**src/rtl/fifo_umbral.sv**
```systemverilog
// Synchronous FIFO with programmable almost-full / almost-empty thresholds and a CONFIG/RUN/ERROR mode machine.
// Latency: write visible in count next cycle; read data registered, valid one cycle after the pop edge.
// Backpressure: none; push while full or pop while empty is an error that parks the block in ERROR until init.
module fifo_umbral #(
  parameter int DATA_W       = 6,
  parameter int ADDR_W       = 3,
  parameter int UMB_ALTO_RST = 6,
  parameter int UMB_BAJO_RST = 1
) (
  input  logic              clk,
  input  logic              reset,
  input  logic              init,
  input  logic [ADDR_W:0]   umbral_alto,
  input  logic [ADDR_W:0]   umbral_bajo,
  input  logic              push,
  input  logic [DATA_W-1:0] data_in,
  input  logic              pop,
  output logic [DATA_W-1:0] data_out,
  output logic              valid_out,
  output logic              fifo_full,
  output logic              fifo_empty,
  output logic              almost_full,
  output logic              almost_empty,
  output logic              error_out,
  output logic [ADDR_W:0]   count
);

  localparam int              DEPTH   = 1 << ADDR_W;
  localparam logic [ADDR_W:0] DEPTH_C = (ADDR_W+1)'(DEPTH);

  typedef enum logic [1:0] {
    S_CONFIG = 2'b00,
    S_RUN    = 2'b01,
    S_ERROR  = 2'b10
  } state_t;

  state_t              state_q, state_d;
  logic [DATA_W-1:0]   mem [DEPTH];
  logic [ADDR_W-1:0]   wr_ptr, rd_ptr;
  logic [ADDR_W:0]     count_q;
  logic [ADDR_W:0]     alto_q, bajo_q;
  logic                umb_ok;
  logic                wr_en, rd_en, flush, ld_umb, err_set, err_clr;

  // Status flags are pure decodes of the registered occupancy and active thresholds.
  assign count        = count_q;
  assign fifo_full    = (count_q == DEPTH_C);
  assign fifo_empty   = (count_q == '0);
  assign almost_full  = (count_q >= alto_q);
  assign almost_empty = (count_q <= bajo_q);

  // A threshold pair is only accepted if it is ordered and fits the depth.
  assign umb_ok = (umbral_bajo < umbral_alto) && (umbral_alto <= DEPTH_C);

  // Mode machine: decides next state and which datapath actions happen this cycle.
  always_comb begin
    state_d = state_q;
    wr_en   = 1'b0;
    rd_en   = 1'b0;
    flush   = 1'b0;
    ld_umb  = 1'b0;
    err_set = 1'b0;
    err_clr = 1'b0;
    case (state_q)
      S_CONFIG: begin
        if (init) begin
          ld_umb  = umb_ok;
          state_d = S_RUN;
        end
      end
      S_RUN: begin
        // When full, a simultaneous pop frees a slot so the push is still taken.
        wr_en = push && (!fifo_full || pop);
        // No bypass: a pop on empty fails even if a push lands in the same cycle.
        rd_en = pop && !fifo_empty;
        if ((push && fifo_full && !pop) || (pop && fifo_empty)) begin
          err_set = 1'b1;
          state_d = S_ERROR;
        end
      end
      S_ERROR: begin
        if (init) begin
          ld_umb  = umb_ok;
          flush   = 1'b1;
          err_clr = 1'b1;
          state_d = S_RUN;
        end
      end
      default: state_d = S_CONFIG;
    endcase
  end

  // State register.
  always_ff @(posedge clk or posedge reset) begin
    if (reset) state_q <= S_CONFIG;
    else       state_q <= state_d;
  end

  // Active thresholds, replaced only by a valid pair during init.
  always_ff @(posedge clk or posedge reset) begin
    if (reset) begin
      alto_q <= (ADDR_W+1)'(UMB_ALTO_RST);
      bajo_q <= (ADDR_W+1)'(UMB_BAJO_RST);
    end else if (ld_umb) begin
      alto_q <= umbral_alto;
      bajo_q <= umbral_bajo;
    end
  end

  // Pointers and occupancy; flush on error recovery, otherwise track accepted pushes/pops.
  always_ff @(posedge clk or posedge reset) begin
    if (reset) begin
      wr_ptr  <= '0;
      rd_ptr  <= '0;
      count_q <= '0;
    end else if (flush) begin
      wr_ptr  <= '0;
      rd_ptr  <= '0;
      count_q <= '0;
    end else begin
      if (wr_en) wr_ptr <= wr_ptr + ADDR_W'(1);
      if (rd_en) rd_ptr <= rd_ptr + ADDR_W'(1);
      case ({wr_en, rd_en})
        2'b10:   count_q <= count_q + (ADDR_W+1)'(1);
        2'b01:   count_q <= count_q - (ADDR_W+1)'(1);
        default: count_q <= count_q;
      endcase
    end
  end

  // Registered read port; data_out holds its last value between successful pops.
  always_ff @(posedge clk or posedge reset) begin
    if (reset) begin
      data_out  <= '0;
      valid_out <= 1'b0;
    end else begin
      valid_out <= rd_en;
      if (rd_en) data_out <= mem[rd_ptr];
    end
  end

  // Sticky error flag, set on overflow/underflow and cleared only by init recovery.
  always_ff @(posedge clk or posedge reset) begin
    if (reset)        error_out <= 1'b0;
    else if (err_set) error_out <= 1'b1;
    else if (err_clr) error_out <= 1'b0;
  end

  // Storage array; no reset, contents are meaningless until written.
  always_ff @(posedge clk) begin
    if (wr_en) mem[wr_ptr] <= data_in;
  end

endmodule
```
**config.mk**
```make
export PLATFORM = sky130hd
export DESIGN_NAME = fifo_umbral
export DESIGN_NICKNAME = d
export VERILOG_FILES = /design/src/rtl/fifo_umbral.sv
export SDC_FILE = /design/constraint.sdc
export NUM_CORES = 1
export LEC_CHECK = 0
export CAP_MARGIN = 40
export CORE_MARGIN = 4
export CORE_UTILIZATION = 50
export CTS_CLUSTER_SIZE = 12
export DETAILED_ROUTE_END_ITERATION = 6
export PLACE_DENSITY = 0.8
export SLEW_MARGIN = 20
export SYNTH_ARGS = -nofsm -noshare
export SYNTH_HDL_FRONTEND = slang
export SYNTH_SLANG_ARGS = --single-unit
```
**constraint.sdc**
```tcl
create_clock -name clk -period 4.65 [get_ports clk]
set_clock_uncertainty 0.2 [all_clocks]
set_input_delay 1.395 -clock clk [delete_from_list [all_inputs] [get_ports clk]]
set_output_delay 1.395 -clock clk [all_outputs]
set_load 0.1 [all_outputs]
```
## Word level (Yosys, flattened, before mapping)

Memories as Yosys holds them, arrays and structs flattened. A register that Yosys moved wholly into a read port is not among the register bits.
Cells that the tools add are included.

| cells by class | value |
|---|---|
| $lt $le $gt $ge | 4 |
| multiplexer cells | 21 |
| equal/unequal tests | 7 |
| add/sub/neg operators | 4 |
| reductions and logical operators | 19 |

Operators by type and width:

| kind | number |
|---|---|
| 1-bit 2-to-1 mux | 12 |
| 3-bit 2-to-1 mux | 4 |
| 4-bit one-hot mux with 2 select lines | 1 |
| 3-bit by 1-bit adder with 3-bit output, second input constant | 2 |
| 1-bit logical AND | 6 |
| 2-bit nonzero test | 3 |
| 4-bit by 1-bit adder with 4-bit output, second input constant | 1 |
| 2-bit by 1-bit == test with 1-bit output, second input constant | 2 |
| 2-bit == test, second input constant | 2 |
| 4-bit == test, second input constant | 1 |
| 4-bit >= comparator | 1 |
| 4-bit less-or-equal comparator | 1 |
| 4-bit less-or-equal comparator, second input constant | 1 |
| 4-bit zero test | 1 |
| 4-bit < comparator | 1 |
| 2-bit 2-to-1 mux | 2 |
| 4-bit 2-to-1 mux | 1 |
| 2-bit one-hot mux with 2 select lines | 1 |
| 4-bit by 1-bit subtractor with 4-bit output, second input constant | 1 |
| 1-bit zero test | 3 |
| 3-bit nonzero test | 1 |
| 2-bit zero test | 1 |
| 1-bit logical OR | 2 |
| 2-bit by 1-bit != test with 1-bit output, second input constant | 1 |
| 3 further kinds | 3 |

| word-level totals | value |
|---|---|
| output and inout bits | 16 |
| RAM bits | 48 |
| word-level logic and storage cells | 64 |
| memories kept | 1 |
| bits in registers | 22 |

Memories:

| name | depth | bits a word | read ports | clocked after memory_dff | write ports | RTL line | RTL |
|---|---|---|---|---|---|---|---|
| mem | 8 | 6 | 1 | 1 | 1 | 38 | `logic [DATA_W-1:0] mem [DEPTH];` |

## Depth between registers and ports, before layout

Gate-level depths: netlist of the first run.

| depth | value |
|---|---|
| word-level depth | 8 |
| gate-level depth with buffers | 9 |
| gate-level depth less buffers | 8 |

## Least setup slack after synthesis of the first run

No wires, ideal clock.

| timing | value |
|---|---|
| path kind | register to output |
| start point | reg count_q[0] (netlist: count[0]) |
| end point | out almost_full |
| path buffers | 0 |
| setup slack | 0.572 ns |
| data arrival time | 2.483 ns |
| cell stages (with the launch flop) | 8 |
| path through | dfrtp_1 inv_1 ha_1 nand2b_1 a21oi_1 nor2b_1 o21ai_0 nand2b_1 |

| on the way | value |
|---|---|
| cells in the longest elaborated chain, start to end | 1 |

Ends and longest elaborated chain:

| element | RTL line | RTL |
|---|---|---|
| start, declared | 40 | `logic [ADDR_W:0] count_q;` |
| start signal, assigned | 124 | `2'b10: count_q <= count_q + (ADDR_W+1)'(1);` |
| start signal, assigned | 125 | `2'b01: count_q <= count_q - (ADDR_W+1)'(1);` |
| start signal, assigned | 126 | `default: count_q <= count_q;` |
| 4-bit >= comparator | 49 | `assign almost_full = (count_q >= alto_q);` |
| end, declared | 22 | `output logic almost_full,` |

No other way between the ends.

## Final worst setup path of the first run

| timing | value |
|---|---|
| start point | reg count_q[1] (netlist: count[1]) |
| end point | out almost_empty |

| on the way | value |
|---|---|
| cells in the longest elaborated chain, start to end | 1 |

Ends and longest elaborated chain:

| element | RTL line | RTL |
|---|---|---|
| 4-bit less-or-equal comparator | 50 | `assign almost_empty = (count_q <= bajo_q);` |
| end, declared | 23 | `output logic almost_empty,` |

No other way between the ends.

==> summary.txt, run 1 <==
Route
  – Initial DRC Count: 136
  – Final ANT Viol Nets: 0
  – DR vias: 2095
  – 1st-pass router iterations: 4
  – Via density: ~5.6
  – Post-DR wirelength/cell: approximately 17 µm
  – Detailed Route WL: between 6000 and 7000 µm
  – Remaining routing DRC violations: 0

Timing
  – Slew Limit Fails: 0
  – Fmax: 0.269 GHz
  – RSZ-0062 raised after global routing: false
  – Final critical-path required period: roughly 3700 ps
  – Worst Max-Slew Pin Slew: between 600 and 700 ps
  – Final setup violation count: 0
  – Worst rel slew slack: 0.539
  – Fin Setup TNS: 0 ps
  – Final Cycle Share: 0.801
  – Final Hold Vio Count: 0

Floorplanning
  – Core Footprint: roughly 6500 µm²
  – Chip width: between 90 and 100 µm
  – Initial Util: 0.526
  – Row count: 29
  – IO Pins: 35
  – Chip Height: around 90 µm
  – Die ar.: ~8200 µm²

Worst setup path
  – Crit path arrival time: about 2100 ps
  – Critical path's slowest cell: dfrtp_1
  – Crit path kind: flip-flop to output port
  – Setup crit end kind: output port
  – CP Cell Sequence: ha_1 > nor2b_1 > o21ai_0 > nand2b_1 > a21oi_1 > a41o_1 > buf_4
  – Critical path's top delay family: flip-flops
  – Startpoint types: flip-flop
  – WP buf/inv: 1
  – CP required: 3050 ps
  – Worst path max stage delay: 590 ps
  – CP Max Fanout: 12

Synthesis
  – Asr flop ratio synth: 0.368
  – Post-synthesis sequential element count: 76
  – Net count after synthesis: about 270
  – Synth Cell Area: between 3000 and 4000 µm²
  – Post-synth EDFFs: 48
  – Register area share after synthesis: 0.628
  – Top FF cell, synth: edfxtp_1
  – Cells after synthesis: between 200 and 250
  – Syn. warnings: 0
  – Synth Area per Inst: 14.3 µm²
  – Synth cell types: 37

Run
  – Max-Cap Viols: 0

Placement
  – Hpwl dp: between 4000 and 5000 µm
  – I/O Buffers: 34
  – Gpl congestion: 0.824

Cells and area
  – Antenna diodes: 0
  – # fillers: around 450
  – Most frequent cells in the layout: 48 x edfxtp_1, 30 x clkdlybuf4s50_1, 25 x dfrtp_1
  – Final nets: 328
  – Register area: around 2100 µm²
  – Commonest non-fill, non-tap cell in the layout: edfxtp_1
  – Area delta synth->final: 23.2%
  – Fraction of layout cells with a size suffix above 1: 0.191
  – Area of the multi-input gates: between 1000 and 1500 µm²

Clock tree
  – Longest Clk Path Bufs: 2
  – CTS Sinks: 76
  – CTS tree: yes
  – H-tree levels: 3
  – Clk_lat worst skew: about 340 ps
  – CTS buffer count: 9
  – Setup Fix Bufs, Post-CTS: 0
  – Root Buffer: clkbuf_8
  – Reg clk slew, reported paths: around 70 ps
  – # hold bufs at CTS: 0
  – Post-cts sizing count: 0

GRT
  – First-pass GRT wire length: ~11000 µm
  – Initial antenna violation count: 0
  – Largest net degree at the start of global routing: 17
  – Total Routing Usage GR: 0.168
  – GRT overflow: 0
  – Vias in the first global route: 2106

Status
  – Status: completed

Hold path
  – Hold Crit Class: flip-flop to flip-flop
-- registers in the layout, summed over array words and instances (netlist names) --
| register | cells |
|---|---|
| valid_out | 1 |
| bajo_q | 4 |
| data_out | 6 |
| state_q | 2 |
| wr_ptr | 3 |
| count | 4 |
| alto_q | 4 |
| error_out | 1 |
| mem | 48 |
| rd_ptr | 3 |
-- per-layer routing --
| metal | up-vias | routed length [µm] | global-route usage |
|---|---|---|---|
| met2 | 50 | 3210 | 0.265 |
| met5 | - | 0 | 0 |
| met3 | 7 | 301 | 0.0358 |
| met4 | 0 | 68 | 0.0651 |
| met1 | 1047 | 2840 | 0.230 |
| li1 | 991 | - | - |
-- stage by stage --
stage | cells | utilization | area, µm² | hold slack, ps | worst slack [ps]
3_5_place_dp | 359 | 0.620 | 4030 | 293 | 644
2_1_floorplan | 239 | - | 3420 | 260 | 572
3_3_place_gp | 346 | 0.590 | 3830 | 293 | 700
5_1_grt | 376 | 0.648 | 4210 | 316 | 823
4_1_cts | 375 | 0.647 | 4200 | 309 | 906
6_report | 376 | 0.648 | 4210 | 305 | 927
-- cell families (layout without fill, tap and decap cells) --
| logic type | count (synthesis) | after routing | share of synthesized area |
|---|---|---|---|
| flops | 76 | 76 | 0.628 |
| fa+ha+maj | 15 | 15 | 0.0549 |
| buf+inv | 22 | 82 | 0.0253 |
| simple gates | 62 | 62 | 0.0867 |
| compound gates | 29 | 29 | 0.0586 |
| xor+xnor | 4 | 4 | 0.0103 |
| mux | 31 | 31 | 0.137 |
-- cell usage after synthesis, drive strengths merged, types with 2 or more instances --
cell / count / area (µm²)
edfxtp: 48 / 1440
dfrtp: 25 / 626
nor2: 22 / 82.6
inv: 16 / 60.1
ha: 15 / 188
mux2i: 14 / 140
nand2: 14 / 52.6
a21oi: 12 / 60.1
mux4: 12 / 270
nand2b: 9 / 56.3
mux2: 5 / 56.3
nor3: 5 / 25.0
o21ai: 5 / 25.0
buf: 4 / 18.8
nor2b: 4 / 25.0
a21o: 3 / 22.5
dfstp: 3 / 78.8
and3: 2 / 12.5
clkbuf: 2 / 7.51
xnor2: 2 / 17.5
xor2: 2 / 17.5
-- layout make-up --
type | instances | share of cell area
Inverter | 16 | 0.0143
Clock inverter | 4 | 0.00624
Multi-Input combinational cell | 141 | 0.282
Timing Repair Buffer | 50 | 0.131
Tap cell | 77 | 0.0229
Sequential cell | 76 | 0.510
Clock buffer | 12 | 0.0345
-- worst register-to-register path, stage by stage (launching register included) --
cell     delay (ps)
dfrtp_1         530
or4_1           650
nand3_1         210
inv_1            70
ha_1            330
a31oi_1         180
nand2_1          70
a21oi_1         180
mux2i_1         200
-- final timing paths --
kind                                  startpoint                 endpoint  slack, ps  cells past startpoint
min reg2reg                alto_q[2]$_DFFE_PP1P_    alto_q[2]$_DFFE_PP1P_        310                      2
min in group asynchronous                  reset  data_out[5]$_DFFE_PP0P_       1200                      2
max reg2reg                 count[1]$_DFFE_PP0P_     count[3]$_DFFE_PP0P_       1960                      8
min                        alto_q[2]$_DFFE_PP1P_    alto_q[2]$_DFFE_PP1P_        310                      2
max in group asynchronous                  reset   state_q[0]$_DFFE_PP0P_       2550                      3
max                         count[1]$_DFFE_PP0P_             almost_empty        930                      7
Power of run 1 is left out: the tool's default activity adds up to more than one toggle a clock period on the data nets, which glitch-free logic cannot reach.
==> run 2, diff against run 1 <==
==> constraint.sdc (replaced) <==
create_clock -name clk -period 3.8 [get_ports clk]
set_clock_uncertainty 0.2 [all_clocks]
set_input_delay 1.14 -clock clk [delete_from_list [all_inputs] [get_ports clk]]
set_output_delay 1.14 -clock clk [all_outputs]
set_load 0.1 [all_outputs]
==> summary.txt, run 2 (same netlist as run 1, synthesis figures left out) <==
Cells and area
  – Antenna diodes: 0 (unchanged)
  – Fraction of layout cells with a size suffix above 1: 0.230 (+0.0391)
  – Largest Register: mem
  – Biggest regs: mem x48, data_out x6
  – Max reg flops: 48 (unchanged)
  – Area delta synth->final: 21.7%
  – Commonest non-fill, non-tap cell in the layout: edfxtp_1
  – Most frequent cells in the layout: 48 x edfxtp_1, 26 x buf_4, 24 x dfrtp_1
  – Area of the multi-input gates: 1190 µm² (+0.11%)
  – Final nets: 325 (-0.91%)
  – # fillers: 460 (+3.4%)
  – Register area: 2150 µm² (about the same)

Worst setup path
  – Crit-path most repeated cell: nand2b_1
  – CP Cell Sequence: inv_1 > ha_1 > nand2b_1 > a21oi_1 > nor2b_1 > o21ai_0 > nand2b_1 > buf_4
  – R2R cell count: 8 (unchanged)
  – Startpoint types: flip-flop
  – Worst path max stage delay: 460 ps (-130 ps)
  – WP buf/inv: 2 (+1)
  – Critical path's slowest cell: dfrtp_2
  – CP required: 2460 ps (-590 ps)
  – Crit path arrival time: 2100 ps (-30 ps)
  – Critical path's top delay family: flip-flops
  – CP Max Fanout: 10 (-2)
  – Setup crit end kind: output port
  – Crit path kind: flip-flop to output port
  – Crit path depth: 8 (+1)

Route
  – 1st-pass router iterations: 4 (unchanged)
  – Post-DR wirelength/cell: 17.4 µm (+2.1%)
  – DR vias: 2061 (-1.6%)
  – Via density: 5.53 (-0.83%)
  – Initial DRC Count: 168 (+24%)
  – Remaining routing DRC violations: 0 (unchanged)
  – Final ANT Viol Nets: 0 (unchanged)
  – Detailed Route WL: 6500 µm (+1.3%)

Timing
  – RSZ-0062 raised after global routing: false
  – Worst rel slew slack: 0.570 (+0.0311)
  – Final critical-path required period: 3440 ps
  – Final setup violation count: 0 (unchanged)
  – Final Cycle Share: 0.905
  – Fmax: about 0.29 GHz
  – Final Hold Vio Count: 0 (unchanged)
  – Worst Max-Slew Pin Slew: 644 ps (-47.3 ps)
  – Slew Limit Fails: 0 (unchanged)
  – Fin Setup TNS: 0 ps (unchanged)

Floorplanning
  – Initial Util: 0.526 (unchanged)
  – Chip Height: 90.7 µm (unchanged)
  – Row count: 29 (unchanged)
  – Chip width: 90.7 µm (unchanged)
  – IO Pins: 35 (unchanged)
  – Core Footprint: 6490 µm² (unchanged)
  – Die ar.: 8220 µm² (unchanged)

Hold path
  – Hold Path Depth: 2 (unchanged)
  – Hold Crit Class: flip-flop to flip-flop

GRT
  – Total Routing Usage GR: 0.174 (+0.00542)
  – Vias in the first global route: 2136 (+1.4%)
  – Initial antenna violation count: 0 (unchanged)
  – GRT overflow: 0 (unchanged)
  – Largest net degree at the start of global routing: 18 (+1)
  – First-pass GRT wire length: 10800 µm (+1.8%)

Clock tree
  – Clk_lat worst skew: 350 ps (about the same)
  – Setup Fix Bufs, Post-CTS: 0 (unchanged)
  – Post-cts sizing count: 0 (unchanged)
  – Root Buffer: clkbuf_8
  – CTS Sinks: 76 (unchanged)
  – # hold bufs at CTS: 0 (unchanged)
  – CTS tree: yes
  – Longest Clk Path Bufs: 2 (unchanged)
  – CTS buffer count: 9 (unchanged)
  – Reg clk slew, reported paths: 70 ps (about the same)
  – H-tree levels: 3 (unchanged)

Run
  – Max-Cap Viols: 0 (unchanged)

Status
  – Status: completed

Placement
  – I/O Buffers: 34 (unchanged)
  – Gpl congestion: 0.820 (-0.52%)
  – Hpwl dp: 4370 µm (-6.0%)
[run 2: path summary, 6_finish.rpt]
check,startpoint,to,slack [ps]
min in group asynchronous,reset,data_out[5]$_DFFE_PP0P_,970
setup / recovery,count[0]$_DFFE_PP0P_,almost_full,360
max in group asynchronous,reset,bajo_q[0]$_DFFE_PP1P_,1820
hold reg to reg,error_out$_DFFE_PP0P_,error_out$_DFFE_PP0P_,310
hold / removal,error_out$_DFFE_PP0P_,error_out$_DFFE_PP0P_,310
setup reg to reg,count[1]$_DFFE_PP0P_,count[3]$_DFFE_PP0P_,1090
[run 2: final cells by class]
class,count,area share
Tap cell,77,0.0232
Clock buffer,10,0.0307
Sequential cell,76,0.516
Clock inverter,6,0.0265
Multi-Input combinational cell,141,0.285
Inverter,16,0.0144
Timing Repair Buffer,47,0.103
[run 2: per-stage QoR]
stage	setup WS (ps)	utilization	hold slack, ps	instances	area, µm²
2_1_floorplan	89.6	-	260	239	3420
3_3_place_gp	257	0.601	293	356	3910
3_5_place_dp	209	0.601	297	356	3910
4_1_cts	349	0.638	314	372	4140
5_1_grt	305	0.640	334	373	4160
6_report	361	0.640	307	373	4160
[run 2: worst reg2reg max path: stages, from the launching register on]
cell     delay, ps
dfrtp_1        520
or4_1          650
nand3_1        210
inv_1           70
ha_1           330
a31oi_1        210
nand2_1         70
a21oi_1        190
mux2i_1        190
[run 2: metal layers]
metal	routed length (µm)	track usage
met5	0	0
met4	116	0.0638
met3	311	0.0483
met2	3170	0.272
met1	2900	0.232
Power of run 2 is left out for the same reason.
==> run 3, diff against run 2 <==
--- a/config.mk
+++ b/config.mk
@@ -10,7 +10,7 @@
 export CORE_UTILIZATION = 50
 export CTS_CLUSTER_SIZE = 12
 export DETAILED_ROUTE_END_ITERATION = 6
-export PLACE_DENSITY = 0.8
+export PLACE_DENSITY = 0.82
 export SLEW_MARGIN = 20
 export SYNTH_ARGS = -nofsm -noshare
 export SYNTH_HDL_FRONTEND = slang
==> constraint.sdc (replaced) <==
create_clock -name clk -period 2.8 [get_ports clk]
set_clock_uncertainty 0.2 [all_clocks]
set_input_delay 0.84 -clock clk [delete_from_list [all_inputs] [get_ports clk]]
set_output_delay 0.84 -clock clk [all_outputs]
set_load 0.1 [all_outputs]
==> summary.txt, run 3 (same netlist as run 1, synthesis figures left out) <==
Clock tree
  – Longest Clk Path Bufs: 2 (unchanged)
  – Clk_lat worst skew: 340 ps (about the same)
  – Root Buffer: clkbuf_8
  – CTS Sinks: 76 (unchanged)
  – CTS tree: yes
  – # hold bufs at CTS: 0 (unchanged)
  – Reg clk slew, reported paths: 70 ps (about the same)
  – H-tree levels: 3 (unchanged)
  – CTS buffer count: 9 (unchanged)

Timing
  – Final Cycle Share: 1.03
  – RSZ-0062 raised after global routing: true
  – Final setup violation count: 4 (+4)
  – Fmax: 0.345 GHz
  – Final worst slack: -97.5 ps (-459 ps)
  – Final Hold Vio Count: 0 (unchanged)
  – Worst rel slew slack: 0.596 (+0.0257)
  – Fin Setup TNS: -310 ps (-310 ps)
  – Final critical-path required period: 2900 ps
  – Worst Max-Slew Pin Slew: 606 ps (-37.9 ps)
  – Slew Limit Fails: 0 (unchanged)

Route
  – Via density: 5.50 (-0.48%)
  – Top routing layer in use: met4
  – Initial DRC Count: 139 (-17%)
  – Remaining routing DRC violations: 0 (unchanged)
  – DR vias: 2128 (+3.3%)
  – Detailed Route WL: 6780 µm (+4.4%)
  – M1 WL: 2950 µm (+1.9%)
  – Final ANT Viol Nets: 0 (unchanged)
  – Post-DR wirelength/cell: 17.5 µm (+0.58%)
  – 1st-pass router iterations: 4 (unchanged)
  – Met3 Routed Length: 324 µm (+4.2%)
  – Met2 routed WL: 3370 µm (+6.2%)

Floorplanning
  – IO Pins: 35 (unchanged)
  – Initial Util: 0.526 (unchanged)
  – Row count: 29 (unchanged)
  – Chip width: 90.7 µm (unchanged)
  – Core Footprint: 6490 µm² (unchanged)
  – Chip Height: 90.7 µm (unchanged)
  – Die ar.: 8220 µm² (unchanged)

Cells and area
  – Most frequent cells in the layout: 48 x edfxtp_1, 38 x buf_4, 22 x nor2_1
  – Largest Register: mem
  – Non-filler cells, final: 387 (+3.8%)
  – Commonest non-fill, non-tap cell in the layout: edfxtp_1
  – Fraction of layout cells with a size suffix above 1: 0.323 (+0.0929)
  – Antenna diodes: 0 (unchanged)
  – Biggest regs: mem x48, data_out x6
  – Layout Utilization: 0.676 (+0.0356)
  – Final nets: 339 (+4.3%)
  – Max reg flops: 48 (unchanged)
  – # fillers: 432 (-6.1%)
  – Area delta synth->final: 28.4%

Status
  – Failing checks: setup timing
  – Status: finished with violations

Hold path
  – Hold Crit Class: flip-flop to flip-flop
  – Hold Crit Start: alto_q[2]$_DFFE_PP1P_

Placement
  – Hpwl dp: 4780 µm (+9.3%)
  – I/O Buffers: 34 (unchanged)
  – Gpl congestion: 0.868 (+5.9%)
  – Inst Count DP: 368 (+3.4%)

Run
  – Max-Cap Viols: 0 (unchanged)

GRT
  – GRT overflow: 0 (unchanged)
  – Total Routing Usage GR: 0.180 (+0.00627)
  – Initial antenna violation count: 0 (unchanged)
  – Largest net degree at the start of global routing: 29 (+11)
  – First-pass GRT wire length: 11300 µm (+4.7%)
  – Vias in the first global route: 2202 (+3.1%)

Worst setup path
  – Setup crit end kind: output port
  – Crit path arrival time: 1860 ps (-240 ps)
  – CP startpoint: count[1]$_DFFE_PP0P_
  – Startpoint types: flip-flop
  – CP required: 1760 ps (-700 ps)
  – Crit path kind: flip-flop to output port
  – CP Max Fanout: 4 (-6)
  – Origin of the critical flop-to-flop path: count[0]$_DFFE_PP0P_
==> run 3: cell types whose count changed in the layout (fill, tap and decap cells not counted), moves of 3 or more <==
cell     delta
buf_4      +12
inv_1       -4
dfrtp_1     -3
ha_1        -3
ha_4        +3
==> run 3: layer usage <==
layer / global-route usage / vias to the layer above
met1: 0.232 / 1052
met4: 0.0702 / 0
met5: 0 / -
met2: 0.298 / 46
met3: 0.0383 / 12
li1: - / 1018
==> run 3: cell type report <==
| type | instances | area [µm²] | area share |
|---|---|---|---|
| Multi-Input combinational cell | 141 | 1270 | 0.290 |
| Clock buffer | 10 | 128 | 0.0291 |
| Clock inverter | 6 | 113 | 0.0256 |
| Sequential cell | 76 | 2160 | 0.491 |
| Tap cell | 77 | 96.3 | 0.0219 |
| Timing Repair Buffer | 61 | 556 | 0.127 |
| Inverter | 16 | 70.1 | 0.0160 |
==> run 3: path summary, 6_finish.rpt <==
| path | to | slack (ps) | cells past startpoint |
|---|---|---|---|
| max | almost_empty | -100 | 7 |
| max reg2reg | count[3]$_DFFE_PP0P_ | 200 | 9 |
| min in group asynchronous | data_out[2]$_DFFE_PP0P_ | 660 | 3 |
| min reg2reg | alto_q[2]$_DFFE_PP1P_ | 290 | 2 |
| min | alto_q[2]$_DFFE_PP1P_ | 290 | 2 |
| max in group asynchronous | alto_q[2]$_DFFE_PP1P_ | 1420 | 3 |
==> run 3: timing repair <==
item	4_1_cts	5_1_grt
cloned	0	0
endpoints found under the setup margin	9	4
pin swaps	6	4
setup buffers	3	0
hold endpoints to repair	0	0
resized for setup	11	6
==> run 3: critical path, cell delays in order (launching register included) <==
cell,delay (ps)
dfrtp_4,510
ha_4,280
nor2b_4,130
o21ai_2,60
nand2b_1,80
a21oi_2,60
a41o_4,240
buf_12,160
==> run 3: through the flow <==
step	area, µm²	hold slack, ps	worst slack (ps)
floorplan	3470	260	-103
global placement	4060	284	-399
detailed placement	4060	289	-499
CTS	4370	302	-119
global route	4390	308	-195
finish	4390	292	-97.5
Power of run 3 is left out for the same reason.
